$ cat src/rtl/fir_seq_pkg.sv
// Shared types and defaults for the FIR stream run sequencer.
// Holds the run-state encoding and the latency clamp helper.
package fir_seq_pkg;

  localparam int DATA_W_DEF = 16;
  localparam int SNK_W_DEF  = 32;
  localparam int TV_W_DEF   = 64;
  localparam int LEN_W_DEF  = 20;
  localparam int MAX_LAT    = 64;
  localparam int LAT_W      = 7;

  typedef enum logic [1:0] {
    IDLE,
    FEED,
    DRAIN,
    DONE
  } seq_state_t;

  // Limit a requested latency to the delay-line depth.
  function automatic logic [LAT_W-1:0] clamp_lat(
    input logic [LAT_W-1:0] lat,
    input int               max_lat
  );
    if (int'(lat) > max_lat)
      return LAT_W'(max_lat);
    return lat;
  endfunction

endpackage

$ cat src/rtl/valid_delay_line.sv
// Shift register of strobe bits with a runtime tap select.
// Tap 0 passes the input straight through; tap k gives a k-cycle delay.
module valid_delay_line #(
  parameter int DEPTH = fir_seq_pkg::MAX_LAT,
  parameter int TAP_W = fir_seq_pkg::LAT_W
) (
  input  logic             clk,
  input  logic             rst,
  input  logic             i_clr,
  input  logic             i_din,
  input  logic [TAP_W-1:0] i_tap,
  output logic             o_dout
);

  localparam int IW = $clog2(DEPTH);

  logic [DEPTH-1:0] r_sh;
  logic [IW-1:0]    w_idx;

  assign w_idx = IW'(i_tap - TAP_W'(1));

  // Shift the strobe history; a clear empties every stage.
  always_ff @(posedge clk or posedge rst) begin
    if (rst)
      r_sh <= '0;
    else if (i_clr)
      r_sh <= '0;
    else
      r_sh <= {r_sh[DEPTH-2:0], i_din};
  end

  // Select the requested delay, saturating at the deepest stage.
  always_comb begin
    o_dout = i_din;
    if (i_tap != '0) begin
      if (int'(i_tap) > DEPTH)
        o_dout = r_sh[DEPTH-1];
      else
        o_dout = r_sh[w_idx];
    end
  end

endmodule

$ cat src/rtl/fir_stream_sequencer.sv
// Run controller feeding cfg_len samples into the FIR DUT and
// capturing the matching outputs/testvecs into two sink streams.
module fir_stream_sequencer #(
  parameter int DATA_W  = fir_seq_pkg::DATA_W_DEF,
  parameter int SNK_W   = fir_seq_pkg::SNK_W_DEF,
  parameter int TV_W    = fir_seq_pkg::TV_W_DEF,
  parameter int LEN_W   = fir_seq_pkg::LEN_W_DEF,
  parameter int MAX_LAT = fir_seq_pkg::MAX_LAT
) (
  input  logic                 clk,
  input  logic                 rst,
  input  logic                 cfg_start,
  input  logic                 cfg_abort,
  input  logic [LEN_W-1:0]     cfg_len,
  input  logic [6:0]           cfg_latency,
  input  logic [SNK_W-1:0]     src_tdata,
  input  logic                 src_tvalid,
  output logic                 src_tready,
  output logic [DATA_W-1:0]    dut_data_in,
  input  logic [DATA_W-1:0]    dut_data_out,
  input  logic [TV_W-1:0]      dut_testvec,
  output logic [SNK_W-1:0]     snk_tdata,
  output logic [SNK_W/8-1:0]   snk_tkeep,
  output logic                 snk_tvalid,
  output logic                 snk_tlast,
  input  logic                 snk_tready,
  output logic [TV_W-1:0]      tv_tdata,
  output logic [TV_W/8-1:0]    tv_tkeep,
  output logic                 tv_tvalid,
  output logic                 tv_tlast,
  input  logic                 tv_tready,
  output logic                 busy,
  output logic                 done,
  output logic                 overrun,
  output logic [LEN_W-1:0]     drop_cnt
);

  import fir_seq_pkg::*;

  seq_state_t        r_state;
  logic [LEN_W-1:0]  r_len;
  logic [LEN_W-1:0]  r_in_cnt;
  logic [LEN_W-1:0]  r_out_cnt;
  logic [LEN_W-1:0]  r_drop_cnt;
  logic [6:0]        r_lat;
  logic              r_src_tready;
  logic              r_acc;
  logic              r_done;
  logic              r_overrun;
  logic [DATA_W-1:0] r_din;
  logic [SNK_W-1:0]  r_snk_data;
  logic              r_snk_valid;
  logic              r_snk_last;
  logic [TV_W-1:0]   r_tv_data;
  logic              r_tv_valid;
  logic              r_tv_last;

  logic w_accept;
  logic w_start;
  logic w_clr;
  logic w_cap;
  logic w_snk_free;
  logic w_tv_free;
  logic w_load;
  logic w_drop;
  logic w_last;
  logic w_unused;

  assign w_accept   = src_tvalid & r_src_tready;
  assign w_start    = cfg_start & (r_state == IDLE) & ~cfg_abort;
  assign w_clr      = cfg_abort | w_start;
  assign w_snk_free = ~r_snk_valid | snk_tready;
  assign w_tv_free  = ~r_tv_valid | tv_tready;
  assign w_load     = w_cap & w_snk_free & w_tv_free;
  assign w_drop     = w_cap & ~w_load;
  assign w_last     = (r_out_cnt + LEN_W'(1)) == r_len;
  assign w_unused   = ^src_tdata[SNK_W-1:DATA_W];

  valid_delay_line #(
    .DEPTH (MAX_LAT),
    .TAP_W (7)
  ) u_cap_dly (
    .clk    (clk),
    .rst    (rst),
    .i_clr  (w_clr),
    .i_din  (r_acc),
    .i_tap  (r_lat),
    .o_dout (w_cap)
  );

  // Run FSM: feed samples, count accepts/captures, pulse done.
  always_ff @(posedge clk or posedge rst) begin
    if (rst) begin
      r_state      <= IDLE;
      r_len        <= '0;
      r_lat        <= '0;
      r_in_cnt     <= '0;
      r_out_cnt    <= '0;
      r_src_tready <= 1'b0;
      r_acc        <= 1'b0;
      r_din        <= '0;
      r_done       <= 1'b0;
    end else if (cfg_abort) begin
      r_state      <= IDLE;
      r_in_cnt     <= '0;
      r_out_cnt    <= '0;
      r_src_tready <= 1'b0;
      r_acc        <= 1'b0;
      r_din        <= '0;
      r_done       <= 1'b0;
    end else begin
      r_done <= 1'b0;
      r_acc  <= w_accept;
      r_din  <= w_accept ? src_tdata[DATA_W-1:0] : '0;
      if (w_cap)
        r_out_cnt <= r_out_cnt + LEN_W'(1);
      unique case (r_state)
        IDLE: begin
          if (cfg_start) begin
            r_len     <= cfg_len;
            r_lat     <= clamp_lat(cfg_latency, MAX_LAT);
            r_in_cnt  <= '0;
            r_out_cnt <= '0;
            if (cfg_len == '0) begin
              r_state <= DONE;
              r_done  <= 1'b1;
            end else begin
              r_state      <= FEED;
              r_src_tready <= 1'b1;
            end
          end
        end
        FEED: begin
          if (w_accept) begin
            r_in_cnt <= r_in_cnt + LEN_W'(1);
            if ((r_in_cnt + LEN_W'(1)) == r_len) begin
              r_state      <= DRAIN;
              r_src_tready <= 1'b0;
            end
          end
        end
        DRAIN: begin
          if (r_out_cnt == r_len && w_snk_free && w_tv_free) begin
            r_state <= DONE;
            r_done  <= 1'b1;
          end
        end
        DONE: r_state <= IDLE;
        default: r_state <= IDLE;
      endcase
    end
  end

  // Output registers: load on capture, drop when blocked, flag overrun.
  always_ff @(posedge clk or posedge rst) begin
    if (rst) begin
      r_snk_data  <= '0;
      r_snk_valid <= 1'b0;
      r_snk_last  <= 1'b0;
      r_tv_data   <= '0;
      r_tv_valid  <= 1'b0;
      r_tv_last   <= 1'b0;
      r_overrun   <= 1'b0;
      r_drop_cnt  <= '0;
    end else if (cfg_abort) begin
      r_snk_valid <= 1'b0;
      r_snk_last  <= 1'b0;
      r_tv_valid  <= 1'b0;
      r_tv_last   <= 1'b0;
    end else begin
      if (w_start) begin
        r_overrun  <= 1'b0;
        r_drop_cnt <= '0;
      end
      if (r_snk_valid && snk_tready) begin
        r_snk_valid <= 1'b0;
        r_snk_last  <= 1'b0;
      end
      if (r_tv_valid && tv_tready) begin
        r_tv_valid <= 1'b0;
        r_tv_last  <= 1'b0;
      end
      if (w_load) begin
        r_snk_data  <= SNK_W'(dut_data_out);
        r_snk_valid <= 1'b1;
        r_snk_last  <= w_last;
        r_tv_data   <= dut_testvec;
        r_tv_valid  <= 1'b1;
        r_tv_last   <= w_last;
      end
      if (w_drop) begin
        r_overrun <= 1'b1;
        if (~&r_drop_cnt)
          r_drop_cnt <= r_drop_cnt + LEN_W'(1);
        if (w_last) begin
          if (r_snk_valid && !snk_tready)
            r_snk_last <= 1'b1;
          if (r_tv_valid && !tv_tready)
            r_tv_last <= 1'b1;
        end
      end
    end
  end

  assign src_tready  = r_src_tready;
  assign dut_data_in = r_din;
  assign snk_tdata   = r_snk_data;
  assign snk_tkeep   = '1;
  assign snk_tvalid  = r_snk_valid;
  assign snk_tlast   = r_snk_last;
  assign tv_tdata    = r_tv_data;
  assign tv_tkeep    = '1;
  assign tv_tvalid   = r_tv_valid;
  assign tv_tlast    = r_tv_last;
  assign busy        = (r_state == FEED) || (r_state == DRAIN);
  assign done        = r_done;
  assign overrun     = r_overrun;
  assign drop_cnt    = r_drop_cnt;

endmodule

$ cat config.mk
export PLATFORM = sky130hd
export DESIGN_NAME = fir_stream_sequencer
export DESIGN_NICKNAME = d
export VERILOG_FILES = /design/src/rtl/fir_seq_pkg.sv /design/src/rtl/valid_delay_line.sv /design/src/rtl/fir_stream_sequencer.sv
export SDC_FILE = /design/constraint.sdc
export NUM_CORES = 1
export LEC_CHECK = 0
export BUFFER_PORTS_ARGS = -buffer_cell sky130_fd_sc_hd__buf_2
export CAP_MARGIN = 30
export CORE_MARGIN = 3
export CORE_UTILIZATION = 35
export DETAILED_ROUTE_END_ITERATION = 8
export PLACE_DENSITY = 0.66
export SYNTH_ARGS = -nofsm -noshare
export SYNTH_HDL_FRONTEND = slang
export SYNTH_SLANG_ARGS = --single-unit
$ cat constraint.sdc
create_clock -name clk -period 24.1 [get_ports clk]
set_clock_uncertainty 0.1 [all_clocks]
set_input_delay 4.82 -clock clk [delete_from_list [all_inputs] [get_ports clk]]
set_output_delay 4.82 -clock clk [all_outputs]
set_load 0.02 [all_outputs]
; Yosys cells after proc, flatten, opt, wreduce, memory -nomap -nowiden
; Cells that the tools add are included.
[op_classes]
addsub = 4
n_lt_le_gt_ge = 3
eq_ne = 11
mux = 63
bitwise = 13
n_reduce_logical = 23
[op_table]
columns = op, count
row1 = 20-bit two-way mux, 10
row2 = 64-bit two-way mux, 1
row3 = 20-bit by 1-bit adder with 20-bit output (second input constant), 3
row4 = 20-bit == test, 3
row5 = 20-bit one-hot mux with 2 select lines, 1
row6 = 1-bit two-way mux, 37
row7 = 16-bit two-way mux, 2
row8 = 20-bit logical NOT, 1
row9 = 20-bit AND reduction, 1
row10 = 3-bit != test (second input constant), 5
row11 = 7-bit > comparator (second input constant), 2
row12 = 7-bit two-way mux, 2
row13 = 2-bit two-way mux, 6
row14 = 3-bit nonzero test, 3
row15 = 2-bit one-hot mux with 4 select lines, 1
row16 = 6-bit by 7-bit less-than comparator with 1-bit output (second input constant), 1
row17 = 7-bit nonzero test, 1
row18 = 1-bit AND, 6
row19 = 1-bit binary-select mux with 6-bit select, 1
row20 = 1-bit logical AND, 6
row21 = 3-bit AND reduction, 2
row22 = 6-bit by 1-bit subtractor with 6-bit output (second input constant), 1
row23 = 5-bit AND reduction, 1
row24 = 2-bit == test (second input constant), 2
row25 = 10 further kinds, 18
[totals]
regBits = 257
input_bits = 146
output_inout_bits = 152
wordCells = 135

; Logic depth before layout (Yosys ltp)
[logic_depth]
ltp_word = 12
depth_mapped = 15
ltp_nobuf = 10

; Hierarchy
; A second synthesis with hierarchy kept.
[unflattened]
hier_cells = 1145
hier_area_um2 = 12672.2
[modules_own_cells]
columns = mod, instances, cells_per_inst, area_each_um2, seq_area_each_um2
row1 = fir_stream_sequencer, 1, 933, 9813.2, 4829.6
row2 = valid_delay_line, 1, 212, 2859.0, 1601.5

; Worst setup path before layout
; OpenSTA, ideal clock, no wires.
[synth_timing]
path_type = input to register
start = input cfg_abort
end = register r_drop_cnt[12], in the netlist drop_cnt[12]
setup_ps = 120
t_arrival_ps = 6112
t_required_ps = 23880
setup_slack_ps = 17768
path_stages = 7
n_path_buf = 3
path_cell_list = clkbuf_1 clkinv_1 o211ai_1 buf_2 buf_2 a21oi_1 a31o_1
[synth_via]
elab_chain_cells = 5
[synth_rtl]
columns = item, line
row1 = from (decl), fir_stream_sequencer.sv:13  ; input logic cfg_abort,
row2 = 1-bit NOT (no line), -
row3 = 1-bit AND, fir_stream_sequencer.sv:70  ; assign w_start = cfg_start & (r_state == IDLE) & ~cfg_abort;
row4 = 20-bit two-way mux, fir_stream_sequencer.sv:171  ; if (w_start) begin
row5 = 20-bit two-way mux, fir_stream_sequencer.sv:193  ; if (~&r_drop_cnt)
row6 = 20-bit two-way mux, fir_stream_sequencer.sv:191  ; if (w_drop) begin
row7 = to (signal assigned), fir_stream_sequencer.sv:194  ; r_drop_cnt <= r_drop_cnt + LEN_W'(1);
row8 = to (decl), fir_stream_sequencer.sv:44  ; logic [LEN_W-1:0] r_drop_cnt;
; Parallel ways exist; a longest one is shown, timed or not.
; A chain may end at the register's enable or synchronous reset.

; Worst setup path after layout
[layout_timing]
start = input cfg_abort
end = register r_drop_cnt[2], in the netlist drop_cnt[2]
; Same word-level chain as after synthesis.

==> flow_summary.yaml <==
clock_network:
  htree_levels: 1
  numCtsBuffers: 30
  clockBufferDepth: 3
  cts_resized: 0
  clkTransAtPathRegs_ns: 0.06
  post_cts_buffers: 0
  cts_num_sinks: 257
  tritoncts: "yes"
  root_buffer: "clkbuf_16"
  ctsHoldBuffers: 0
  clk_latency_ns: 0.59
setup_path:
  endpoint_kind: "flip-flop"
  crit_family: "buffers and inverters"
  arrival_ns: 7.24
  cpMaxStageDelayCell: "nand3_1"
  cp.buffers_inverters: 3
  cp_cell_sequence: "buf_2 -> clkinv_1 -> nand3_1 -> buf_4 -> o21ai_1 -> o221ai_1"
  cp_slowest_stage_delay_ns: 0.80
  worstSetupStartpointType: "primary input"
  path_class: "primary input to flip-flop"
  cp_max_fo: 22
  critPathRequiredTime_ns: 24.49
sta:
  maxSlewViolCount: 0
  tightest_slew_ns: 0.9593
  slew_headroom_pct: 35.87
  hold-worst-slack_ns: 0.3510
  rsz0062_at_grt: "false"
  finalHoldViolations: 0
  min_period_ns: 6.846
  max_freq_mhz: 146.1
  fin_crit_sh_pct: 28.41
  setup_violations: 0
  setup_tns_ns: 0
synthesis:
  ys_warn_count: 0
  ys_ff_latch: 257
  synthMuxAreaShare_pct: 11.08
  synth_flop_cell: "dfrtp_1"
  seq_area_frac_synth_pct: 50.86
  synth-async-reset-ratio_pct: 100.0
  yosys.area_share.simple_pct: 17.64
  synth_fa_ha_area_share_pct: 0.7916
  synth_compound_area_share_pct: 9.123
  synth_xor_area_share_pct: 5.828
  synth_edf_count: 0
  synthesis.area_um2: 12640
  synth_top_family_by_area: "simple AND/OR/NAND/NOR gates"
  synth.avg_cell_area_um2: 10.80
  synth.distinct_cells: 77
  syn-instance-count: 1171
global_route:
  use_met1_pct: 21.66
  antenna_found_initial: 1
  first_global_vias: 9384
  overflow: 0
  grt_pass1_wl_um: 50610
  grt_busiest_layer: "met2"
  grtUsageMet3_pct: 3.297
  grtUsageMet2_pct: 25.74
  grt_max_degree: 135
  grt.total_usage_pct: 15.90
power_and_ir_drop:
  leakage_uw: 0.007239
  finalPower_uw: 1765
  powerDensity_nw_per_um2: 115.3
  ir_drop_uv: 78.66
layout:
  synthToLayoutAreaGrowth_pct: 21.04
  layout_commonest_cell: "dfrtp_1"
  instances_no_fill: 1875
  diodes: 0
  finalInstanceArea_um2: 15300
  drive_gt1_share_pct: 24.93
  layout_common_cells: "257 x dfrtp_1, 253 x buf_2, 127 x nand2_1"
  fin_nets: 1552
hold_path:
  worstHoldPathType: "flip-flop to flip-flop"
placement:
  gp_congestion: 0.8500
  placedCellCount: 1821
  io_buffers: 253
  dp_hpwl_um: 22070
  detailed_place.area_um2: 14250
job:
  cap_violations: 0
floorplanning:
  rows: 68
  die_area_um2: 38440
  start_util_pct: 36.07
  die_width_um: 196.1
  io_pins: 298
  core-area_um2: 35050
  die_y_um: 196.1
routing:
  drc_errors: 0
  drt_iter0_markers: 420
  detail-route-antenna-nets: 0
  finalWirelength_um: 30960
  vias_per_cell: 5.023
  dr.pass1.iters: 4
  post_drt_wl_per_cell_um: 16.51
  dr_total_vias: 9419
run_status:
  status: "completed"
cell type report:
| cell class | count | area, um2 |
|---|---|---|
| fill | 3345 | 19750 |
| sequential | 257 | 6431 |
| multi-input combinational | 821 | 5749 |
| timing repair buffer | 268 | 1419 |
| clock buffer | 38 | 830.8 |
| tap | 455 | 569.3 |
| clock inverter | 16 | 222.7 |
| inverter | 20 | 82.58 |
Yosys cell counts (20+ instances only):
library cell / count / share of area (%)
a21oi_1: 20 / 0.79
and2_1: 86 / 4.3
buf_4: 30 / 1.8
clkbuf_1: 48 / 1.4
dfrtp_1: 257 / 51
mux2_1: 80 / 7.1
nand2_1: 127 / 3.8
nand3_1: 32 / 1.3
nor2_1: 53 / 1.6
o21ai_0: 53 / 2.1
xnor2_1: 41 / 2.8
xor2_1: 40 / 2.8
cells by family after synthesis:
kind of cell	count (synthesis)
buffers and inverters	119
adder cells (fa/ha/maj)	8
AO/OA/AOI/OAI	172
other	2
flip-flops	257
multiplexers	110
AND/OR/NAND/NOR	421
XOR/XNOR	82
final timing paths:
| kind | slack, ns | cells past startpoint | endpoint | start |
|---|---|---|---|---|
| setup / recovery | 17.25 | 6 | drop_cnt[2] | cfg_abort |
| hold / removal | 0.35 | 1 | u_cap_dly.r_sh[14] | u_cap_dly.r_sh[13] |
| setup reg to reg | 19.52 | 11 | tv_tdata[52] | r_lat[1] |
| hold reg to reg | 0.35 | 1 | u_cap_dly.r_sh[14] | u_cap_dly.r_sh[13] |
| max in group asynchronous | 17.65 | 5 | dut_data_in[1] | rst |
| min in group asynchronous | 4.37 | 2 | tv_tdata[35] | rst |
power by group:
part | internal (uW) | leakage, uW | total [uW] | switching, uW
Clock | 288 | 0.000512 | 477 | 189
Combinational | 270 | 0.00335 | 678 | 408
Sequential | 533 | 0.00338 | 611 | 77.5
Total | 1090 | 0.00724 | 1760 | 674
worst register-to-register path, stage by stage (launching register included):
cell and delay (ns):
dfrtp_1 0.42, inv_1 0.12, ha_1 0.84, mux4_2 0.60, mux2i_1 0.15, a21oi_1 0.08, a31o_2 0.41, or2_1 0.40
nand3_4 0.12, buf_4 0.45, buf_12 0.35, mux2_1 0.38
flip-flops by register name, indices dropped and copies added (netlist names), 2 cells and up:
signal and flops:
r_state 2, r_len 20, u_cap_dly.r_sh 64, snk_tdata 16, r_in_cnt 20, r_out_cnt 20, r_lat 7, tv_tdata 64
dut_data_in 16, drop_cnt 20
metrics by stage:
step | worst slack [ns] | utilization (%)
6_report | 17.25 | 43.66
4_1_cts | 17.29 | 43.66
3_5_place_dp | 16.65 | 40.66
3_3_place_gp | 16.60 | 40.46
2_1_floorplan | 12.11 | -
5_1_grt | 17.05 | 43.66
layer usage:
layer  routed length [um]  part of all wire [%]  vias up
met5                    0                     0        -
met4                  849                   2.7        0
met3                 1830                   5.9       62
met2                14590                    47      235
met1                13690                    44     4626
li1                     -                     -     4496
Note: power is estimated with default switching activity, not from simulation.
